--- src/rtl/rr_logging_bus_pack2unpack_pkg.sv ---
// Shared logging-bus helpers: channel-width encoding and elaboration-time offset arithmetic.
// Reused by the packer, the unpacker and the trace decoder.
package rr_logging_bus_pack2unpack_pkg;

    localparam int unsigned RR_CHANNEL_WIDTH_BITS = 8;
    localparam int unsigned RR_MAX_CHANNELS       = 32;

    // Channel widths zero-extended to a fixed size so helpers work for any channel count.
    typedef logic [RR_MAX_CHANNELS*RR_CHANNEL_WIDTH_BITS-1:0] rr_widths_t;

    function automatic int unsigned get_width(input rr_widths_t widths, input int unsigned c);
        return 32'(widths[c*RR_CHANNEL_WIDTH_BITS +: RR_CHANNEL_WIDTH_BITS]);
    endfunction

    function automatic int unsigned get_offset(input rr_widths_t widths, input int unsigned c);
        int unsigned off;
        off = 0;
        for (int unsigned j = 0; j < c; j++) begin
            off += get_width(widths, j);
        end
        return off;
    endfunction

    function automatic int unsigned get_full_width(input rr_widths_t widths,
                                                   input int unsigned cnt);
        return get_offset(widths, cnt);
    endfunction

endpackage

--- src/rtl/rr_unpack_stage.sv ---
// One elastic pipeline stage of the logb unpacker: extracts channels CH_LO..CH_HI-1 from the
// packed remainder and places them at their fixed offsets in the unpacked bus.
module rr_unpack_stage
    import rr_logging_bus_pack2unpack_pkg::*;
#(
    parameter int unsigned LOGB_CHANNEL_CNT = 4,
    parameter rr_widths_t  WIDTHS           = '0,
    parameter int unsigned FULL_WIDTH       = 120,
    parameter int unsigned OFFSET_WIDTH     = 7,
    parameter int unsigned CH_LO            = 0,
    parameter int unsigned CH_HI            = 2
) (
    input  logic                        clk,
    input  logic                        rstn,
    input  logic                        i_load,
    input  logic                        i_valid,
    input  logic [FULL_WIDTH-1:0]       i_rem,
    input  logic [OFFSET_WIDTH-1:0]     i_acc,
    input  logic [FULL_WIDTH-1:0]       i_bus,
    input  logic [LOGB_CHANNEL_CNT-1:0] i_map,
    input  logic [OFFSET_WIDTH-1:0]     i_len,
    output logic                        o_valid,
    output logic [FULL_WIDTH-1:0]       o_rem,
    output logic [OFFSET_WIDTH-1:0]     o_acc,
    output logic [FULL_WIDTH-1:0]       o_bus,
    output logic [LOGB_CHANNEL_CNT-1:0] o_map,
    output logic [OFFSET_WIDTH-1:0]     o_len
);

    logic                    r_valid;
    logic [FULL_WIDTH-1:0]   r_rem;
    logic [OFFSET_WIDTH-1:0] r_acc;
    logic [FULL_WIDTH-1:0]   r_bus;
    logic [LOGB_CHANNEL_CNT-1:0] r_map;
    logic [OFFSET_WIDTH-1:0] r_len;

    logic [FULL_WIDTH-1:0]   w_rem;
    logic [OFFSET_WIDTH-1:0] w_acc;
    logic [FULL_WIDTH-1:0]   w_bus;

    always_comb begin
        w_rem = i_rem;
        w_acc = i_acc;
        w_bus = i_bus;
        for (int unsigned c = CH_LO; c < CH_HI; c++) begin
            if (i_map[c]) begin
                // A width equal to FULL_WIDTH wraps the shift to zero, giving an all-ones mask.
                w_bus = w_bus | ((w_rem & ((FULL_WIDTH'(1) << get_width(WIDTHS, c))
                                           - FULL_WIDTH'(1))) << get_offset(WIDTHS, c));
                w_rem = w_rem >> get_width(WIDTHS, c);
                w_acc = w_acc + OFFSET_WIDTH'(get_width(WIDTHS, c));
            end
        end
    end

    always_ff @(posedge clk) begin
        if (!rstn) begin
            r_valid <= 1'b0;
        end else if (i_load) begin
            r_valid <= i_valid;
        end
    end

    always_ff @(posedge clk) begin
        if (i_load) begin
            r_rem <= w_rem;
            r_acc <= w_acc;
            r_bus <= w_bus;
            r_map <= i_map;
            r_len <= i_len;
        end
    end

    assign o_valid = r_valid;
    assign o_rem   = r_rem;
    assign o_acc   = r_acc;
    assign o_bus   = r_bus;
    assign o_map   = r_map;
    assign o_len   = r_len;

endmodule

--- src/rtl/rr_logging_bus_pack2unpack.sv ---
// Replay-side logb unpacker: re-expands a packed record to fixed channel offsets through an
// elastic pipeline, checking that consumed bits match the recorded length.
module rr_logging_bus_pack2unpack
    import rr_logging_bus_pack2unpack_pkg::*;
#(
    parameter int unsigned LOGB_CHANNEL_CNT = 4,
    parameter logic [LOGB_CHANNEL_CNT-1:0][RR_CHANNEL_WIDTH_BITS-1:0] CHANNEL_WIDTHS =
        {8'd64, 8'd16, 8'd8, 8'd32},
    parameter int unsigned CH_PER_STAGE     = 2,
    localparam rr_widths_t  WIDTHS       = rr_widths_t'(CHANNEL_WIDTHS),
    localparam int unsigned FULL_WIDTH   = get_full_width(WIDTHS, LOGB_CHANNEL_CNT),
    localparam int unsigned OFFSET_WIDTH = $clog2(FULL_WIDTH + 1),
    localparam int unsigned CPS_SAFE     = (CH_PER_STAGE < 1) ? 1 : CH_PER_STAGE,
    localparam int unsigned NSTAGES      = (LOGB_CHANNEL_CNT + CPS_SAFE - 1) / CPS_SAFE
) (
    input  logic                        clk,
    input  logic                        rstn,
    input  logic                        in_valid,
    output logic                        in_ready,
    input  logic [LOGB_CHANNEL_CNT-1:0] in_logb_valid,
    input  logic [FULL_WIDTH-1:0]       in_data,
    input  logic [OFFSET_WIDTH-1:0]     in_len,
    output logic                        out_valid,
    input  logic                        out_ready,
    output logic [LOGB_CHANNEL_CNT-1:0] out_logb_valid,
    output logic [FULL_WIDTH-1:0]       out_logb_data,
    output logic                        len_err,
    output logic [31:0]                 rec_cnt
);

    if (CH_PER_STAGE < 1) begin : g_err_cps
        $error("CH_PER_STAGE must be at least 1");
    end
    if (LOGB_CHANNEL_CNT > RR_MAX_CHANNELS) begin : g_err_cnt
        $error("LOGB_CHANNEL_CNT exceeds RR_MAX_CHANNELS");
    end
    for (genvar c = 0; c < LOGB_CHANNEL_CNT; c++) begin : g_chk_width
        if (CHANNEL_WIDTHS[c] == 0) begin : g_err_width
            $error("channel width must be non-zero");
        end
    end

    // Index 0 is the input side; index k+1 is the register output of stage k.
    logic [NSTAGES:0]            w_valid;
    logic [NSTAGES:0]            w_ready;
    logic [FULL_WIDTH-1:0]       w_rem [NSTAGES+1];
    logic [OFFSET_WIDTH-1:0]     w_acc [NSTAGES+1];
    logic [FULL_WIDTH-1:0]       w_bus [NSTAGES+1];
    logic [LOGB_CHANNEL_CNT-1:0] w_map [NSTAGES+1];
    logic [OFFSET_WIDTH-1:0]     w_len [NSTAGES+1];
    logic                        w_out_hs;
    logic                        w_unused_rem;

    logic        r_len_err;
    logic [31:0] r_rec_cnt;

    assign w_valid[0] = in_valid;
    assign w_rem[0]   = in_data;
    assign w_acc[0]   = '0;
    assign w_bus[0]   = '0;
    assign w_map[0]   = in_logb_valid;
    assign w_len[0]   = in_len;

    // Stall chain: w_ready[k] is the load enable of stage k.
    always_comb begin
        w_ready          = '0;
        w_ready[NSTAGES] = out_ready;
        for (int k = int'(NSTAGES) - 1; k >= 0; k--) begin
            w_ready[k] = !w_valid[k+1] || w_ready[k+1];
        end
    end

    for (genvar k = 0; k < NSTAGES; k++) begin : g_stage
        localparam int unsigned CH_LO = k * CPS_SAFE;
        localparam int unsigned CH_HI = ((k + 1) * CPS_SAFE > LOGB_CHANNEL_CNT) ?
                                        LOGB_CHANNEL_CNT : (k + 1) * CPS_SAFE;
        rr_unpack_stage #(
            .LOGB_CHANNEL_CNT(LOGB_CHANNEL_CNT),
            .WIDTHS          (WIDTHS),
            .FULL_WIDTH      (FULL_WIDTH),
            .OFFSET_WIDTH    (OFFSET_WIDTH),
            .CH_LO           (CH_LO),
            .CH_HI           (CH_HI)
        ) u_stage (
            .clk    (clk),
            .rstn   (rstn),
            .i_load (w_ready[k]),
            .i_valid(w_valid[k]),
            .i_rem  (w_rem[k]),
            .i_acc  (w_acc[k]),
            .i_bus  (w_bus[k]),
            .i_map  (w_map[k]),
            .i_len  (w_len[k]),
            .o_valid(w_valid[k+1]),
            .o_rem  (w_rem[k+1]),
            .o_acc  (w_acc[k+1]),
            .o_bus  (w_bus[k+1]),
            .o_map  (w_map[k+1]),
            .o_len  (w_len[k+1])
        );
    end

    assign w_out_hs     = w_valid[NSTAGES] && out_ready;
    assign w_unused_rem = ^w_rem[NSTAGES];

    always_ff @(posedge clk) begin
        if (!rstn) begin
            r_len_err <= 1'b0;
            r_rec_cnt <= '0;
        end else if (w_out_hs) begin
            r_rec_cnt <= r_rec_cnt + 32'd1;
            if (w_acc[NSTAGES] != w_len[NSTAGES]) begin
                r_len_err <= 1'b1;
            end
        end
    end

    assign in_ready       = w_ready[0];
    assign out_valid      = w_valid[NSTAGES];
    assign out_logb_valid = w_map[NSTAGES];
    assign out_logb_data  = w_bus[NSTAGES];
    assign len_err        = r_len_err;
    assign rec_cnt        = r_rec_cnt;

endmodule

--- config.mk ---
export PLATFORM = sky130hd
export DESIGN_NAME = rr_logging_bus_pack2unpack
export DESIGN_NICKNAME = d
export VERILOG_FILES = /design/src/rtl/rr_logging_bus_pack2unpack_pkg.sv /design/src/rtl/rr_unpack_stage.sv /design/src/rtl/rr_logging_bus_pack2unpack.sv
export SDC_FILE = /design/constraint.sdc
export NUM_CORES = 1
export LEC_CHECK = 0
export BUFFER_PORTS_ARGS = -buffer_cell sky130_fd_sc_hd__buf_2
export CAP_MARGIN = 15
export CORE_MARGIN = 2
export CORE_UTILIZATION = 40
export CTS_CLUSTER_DIAMETER = 200
export DETAILED_ROUTE_END_ITERATION = 8
export PLACE_DENSITY = 0.61
export SLEW_MARGIN = 20
export SYNTH_ARGS = -nofsm -noshare
export SYNTH_HDL_FRONTEND = slang
export SYNTH_SLANG_ARGS = --single-unit
--- constraint.sdc ---
create_clock -name clk -period 3.9 [get_ports clk]
set_input_delay 0.39 -clock clk [delete_from_list [all_inputs] [get_ports clk]]
set_output_delay 0.39 -clock clk [all_outputs]
set_load 0.01 [all_outputs]
# Word level (Yosys, flattened, before mapping)
# Cells that the tools add are included.
# word_totals
register_bits	391
out_inout_bits	159
# classes
mux	11
add_sub_neg	4
eq_ne	1
bitwise_logic	3
n_reduce_logical	6
# op_table
cell	n
$mux W120	3
$or A120 B120 Y120	1
$or A120 B40 Y120	1
$or A120 B56 Y120	1
$mux W88	1
$mux W80	1
$mux W64	1
$add A32 B1 Y32 const B	1
$mux W32	1
$mux W7	3
$add A7 B4 Y7 const B	1
$add A7 B5 Y7 const B	1
$add A7 B7 Y7 const B	1
$ne A7 B7 Y1	1
$mux W6	1
$logic_not A1 Y1	2
$logic_or A1 B1 Y1	2
$reduce_and A2 Y1	1
$logic_and A1 B1 Y1	1

# Longest topological paths before layout
# depth
depth_word	4
mapped_depth	6
depth_no_buf	5

# Modules after synthesis
# Synthesis repeated with hierarchy kept, for this count alone.
# unflattened
hier_cells	1399
hier_area_um2	22965.8
# by_module_without_submodules
mod	n_inst	cells_each	area_per_inst_um2	seq_area_each_um2
rr_unpack_stage at g_stage[0].u_stage	1	593	10641.5	7767.4
rr_unpack_stage at g_stage[1].u_stage	1	609	10639.0	7767.4
rr_logging_bus_pack2unpack	1	197	1685.4	660.6

# Least setup slack after synthesis
# No wires, ideal clock.
# synth_timing
path_kind	flip-flop to flip-flop
from	register g_stage[1].u_stage.r_valid
to	register g_stage[0].u_stage.r_bus[0], enable pin
arrival_time_ps	2900
setup_ps	1156
setup_slack_ps	-155
stages_incl_launch_ff	3
required_ps	2744
path_cell_list	dfxtp_1 -> nor2b_1 -> nand2_1
# synth_via
elab_chain_len	3
# synth_lines
item	line_no	rtl
start: declaration	rr_unpack_stage.sv:30	logic r_valid;
start signal: assignment	rr_unpack_stage.sv:60	r_valid <= i_valid;
$logic_not A1 Y1	rr_logging_bus_pack2unpack.sv:69	w_ready[k] = !w_valid[k+1] || w_ready[k+1];
$logic_or A1 B1 Y1 (2 in a row)	rr_logging_bus_pack2unpack.sv:69	
named net in_ready	rr_logging_bus_pack2unpack.sv:19	output logic in_ready,
end signal: assignment	rr_unpack_stage.sv:68	r_bus <= w_bus;
end: declaration	rr_unpack_stage.sv:33	logic [FULL_WIDTH-1:0] r_bus;
# The timed path passes the listed nets, and every way through them passes these cells.
# A chain may end at the register's enable or synchronous reset.

# Worst setup path in the final report
# layout_timing
from	register g_stage[1].u_stage.r_valid
to	output port in_ready
# layout_via
elab_chain_len	3
# layout_lines
item	line_no
$logic_not A1 Y1	rr_logging_bus_pack2unpack.sv:69
$logic_or A1 B1 Y1 (2 in a row)	rr_logging_bus_pack2unpack.sv:69
end: declaration	rr_logging_bus_pack2unpack.sv:19
# Every way passes these cells.

==> qor.txt <==
layout cell share with drive strength beyond 1 - 0.4006
Netlist cell types - 33
CP endpoint kind - output port
GRT busiest layer - met2
Routed Antenna Nets - 0
Port Buffer Count - 293
Final setup violation count - 0
DRC Markers - 0
Hold/Removal Path Class - input pin to register
First-pass DRT Iterations - 4
slew at the pin closest to its max-slew limit - 1093 ps
vias in the first global route - 7,905
PwrDens - 482.7 nW/um^2
Leakage - 6.508 nW
post-cts resize count - 0
Hold Vio Cnt, Final - 0
largest area contributor in the netlist - edfxtp_1
maximum vdd drop - 0.0002133 V
IO Pins - 294
first-pass GRT wire length - 48.97 mm
Synth Net Count - 905
Iter 0 DRT Violations - 574
largest net degree at the start of global routing - 70
Post-CTS Setup Bufs - 0
total CTS buffers - 34
total negative slack - 0 ps
FP Rows - 66
Worst Skew - 15.19 ps
RSZ-0062 raised after global routing - no
detailed-placement wirelength estimate - 24.68 mm
Ys Warns - 0
M3 GR Usage - 0.04959
core area - 32,290 um^2
total of max-cap violations - 0
global route overflow - 0
crit-path max FO - 66
die height - 184.5 um
Clk Tree Root Cell - clkbuf_16
syn_area_per_cell - 16.94 um^2
Initial Utilization - 0.4035
Vias - 8,020
CTS Hold Bufs - 0
Worst EP arrival - 2340 ps
vias per inst - 5.245
Max transition margin - 0.2711
sequential share of the synthesized area - 0.6576
required time at the worst-slack endpoint - 3510 ps
status - finished, final reports clean
number of synthesized flops with an enable pin - 262
Final Max Tran Viols - 0
post-synthesis cell count - 769
Final period util - 0.7002
die area - 34,030 um^2
initial antenna violation count - 6
asr flop ratio synth - 0
Max clock buf depth - 3
CP max-delay cell - nor2b_1
area grow syn2layout - 23.04%
clk sinks - 297
clk_lat worst skew - 510 ps
top-count cell post-synth - edfxtp_1
Global Route Usage Sum - 0.1966
met2 usage - 0.3232
fin crit period - 2731 ps
Post-Route WL - 33.53 mm
cell area after synthesis - 13,030 um^2
Startpoint Class - register
WL per Instance - 21.93 um
number of synthesized register bits - 297
CTS tree - yes
crit path cell chain - nor2b_1, nand2_8, buf_2
gpl congestion - 0.8245
share of the synthesized area in the top cell type - 0.6039
Fmax achieved - 0.3662 GHz
H-tree depth - 2
CP peak stage delay - 640 ps
total power draw - 7.738 mW
die width - 184.5 um
met1 usage - 0.2547
largest cells by area after synthesis - edfxtp_1 60%, mux4_2 14%, mux2i_1 5.6%
Reg clk slew, reported paths - 60 ps
Nets - 1,199
main flop type after synthesis - edfxtp_1
synth cell count leaders - 262 x edfxtp_1, 80 x mux4_2, 73 x mux2i_1, 73 x nor2b_1, 51 x and2_1
critical path class - register to output port
-- critical path: cells and delay by family (launching register included) --
kind | cells | cell delay [ps]
simple gates | 2 | 1070
flops | 1 | 400
buf+inv | 1 | 300
-- per-layer routing --
metal	vias to the layer above	wire length, um
li1	3632	-
met5	-	69
met4	10	999
met1	4017	13360
met2	288	16570
met3	73	2536
-- flip-flops by register name, summed over array words and instances (netlist names) --
signal	cells
len_err	1
g_stage.u_stage.o_len	14
g_stage.u_stage.o_map	8
g_stage.u_stage.o_rem	80
g_stage.u_stage.o_valid	2
rec_cnt	32
g_stage.u_stage.o_bus	160
-- cell families after synthesis --
kind of cell               Yosys count  share of synthesized area
AOI/OAI and AO/OA                   46                    0.02103
xor gates and xnor gates            13                   0.008739
adders and majority gates            1                  0.0009602
buffers and inverters               52                    0.01882
DFF                                297                     0.6576
muxes                              153                     0.1944
and+or+nand+nor                    207                    0.09844
-- cells in the final DEF (no fill, tap or decap), drive strengths merged, types with 9 or more instances in the layout --
cell,netlist,routed
nand4,14,14
dfxtp,35,35
nor2b,73,73
clkinv,0,13
o31ai,15,15
nor2,12,12
or4,15,15
and2,51,51
mux4,80,80
edfxtp,262,262
a21oi,23,23
mux2i,73,73
nand2,13,13
buf,29,306
clkbuf,19,42
xor2,9,9
nand3,11,11
-- power breakdown --
| group | internal [mW] | switching, mW |
|---|---|---|
| clock network | 1.84 | 1.23 |
| registers | 3.77 | 0.135 |
| logic | 0.369 | 0.400 |
| total | 5.97 | 1.77 |
-- metrics by stage --
step	cells	setup slack [ps]	hold slack, ps	util	instance area (um^2)
floorplan	769	321.7	400.3	-	13030
global placement	1469	1615	400.4	0.4637	14970
detailed placement	1469	1607	404.5	0.4637	14970
CTS	1528	1134	50.98	0.4964	16030
global route	1528	1042	52.23	0.4964	16030
finish	1529	1169	68.35	0.4965	16030
-- cell type report --
type | count | area, um^2
fillers | 2804 | 16260
flip-flops and latches | 297 | 8568
multi-input cells | 420 | 4232
repair buffers | 306 | 1598
clock buffers | 42 | 902.1
well taps | 442 | 553.0
clock inverters | 17 | 155.1
inverters | 4 | 20.02
diodes | 1 | 2.502
-- worst paths after layout --
path / endpoint / slack, ps / depth (start not counted) / start
max: in_ready / 1170 / 3 / g_stage[1].u_stage.o_valid
min: g_stage[0].u_stage.o_len[4] / 70 / 1 / in_len[4]
max reg2reg: g_stage[0].u_stage.o_bus[21] / 1710 / 3 / g_stage[1].u_stage.o_valid
min reg2reg: g_stage[1].u_stage.o_bus[0] / 410 / 0 / g_stage[0].u_stage.o_bus[0]
Note: power is estimated with default switching activity, not from simulation.
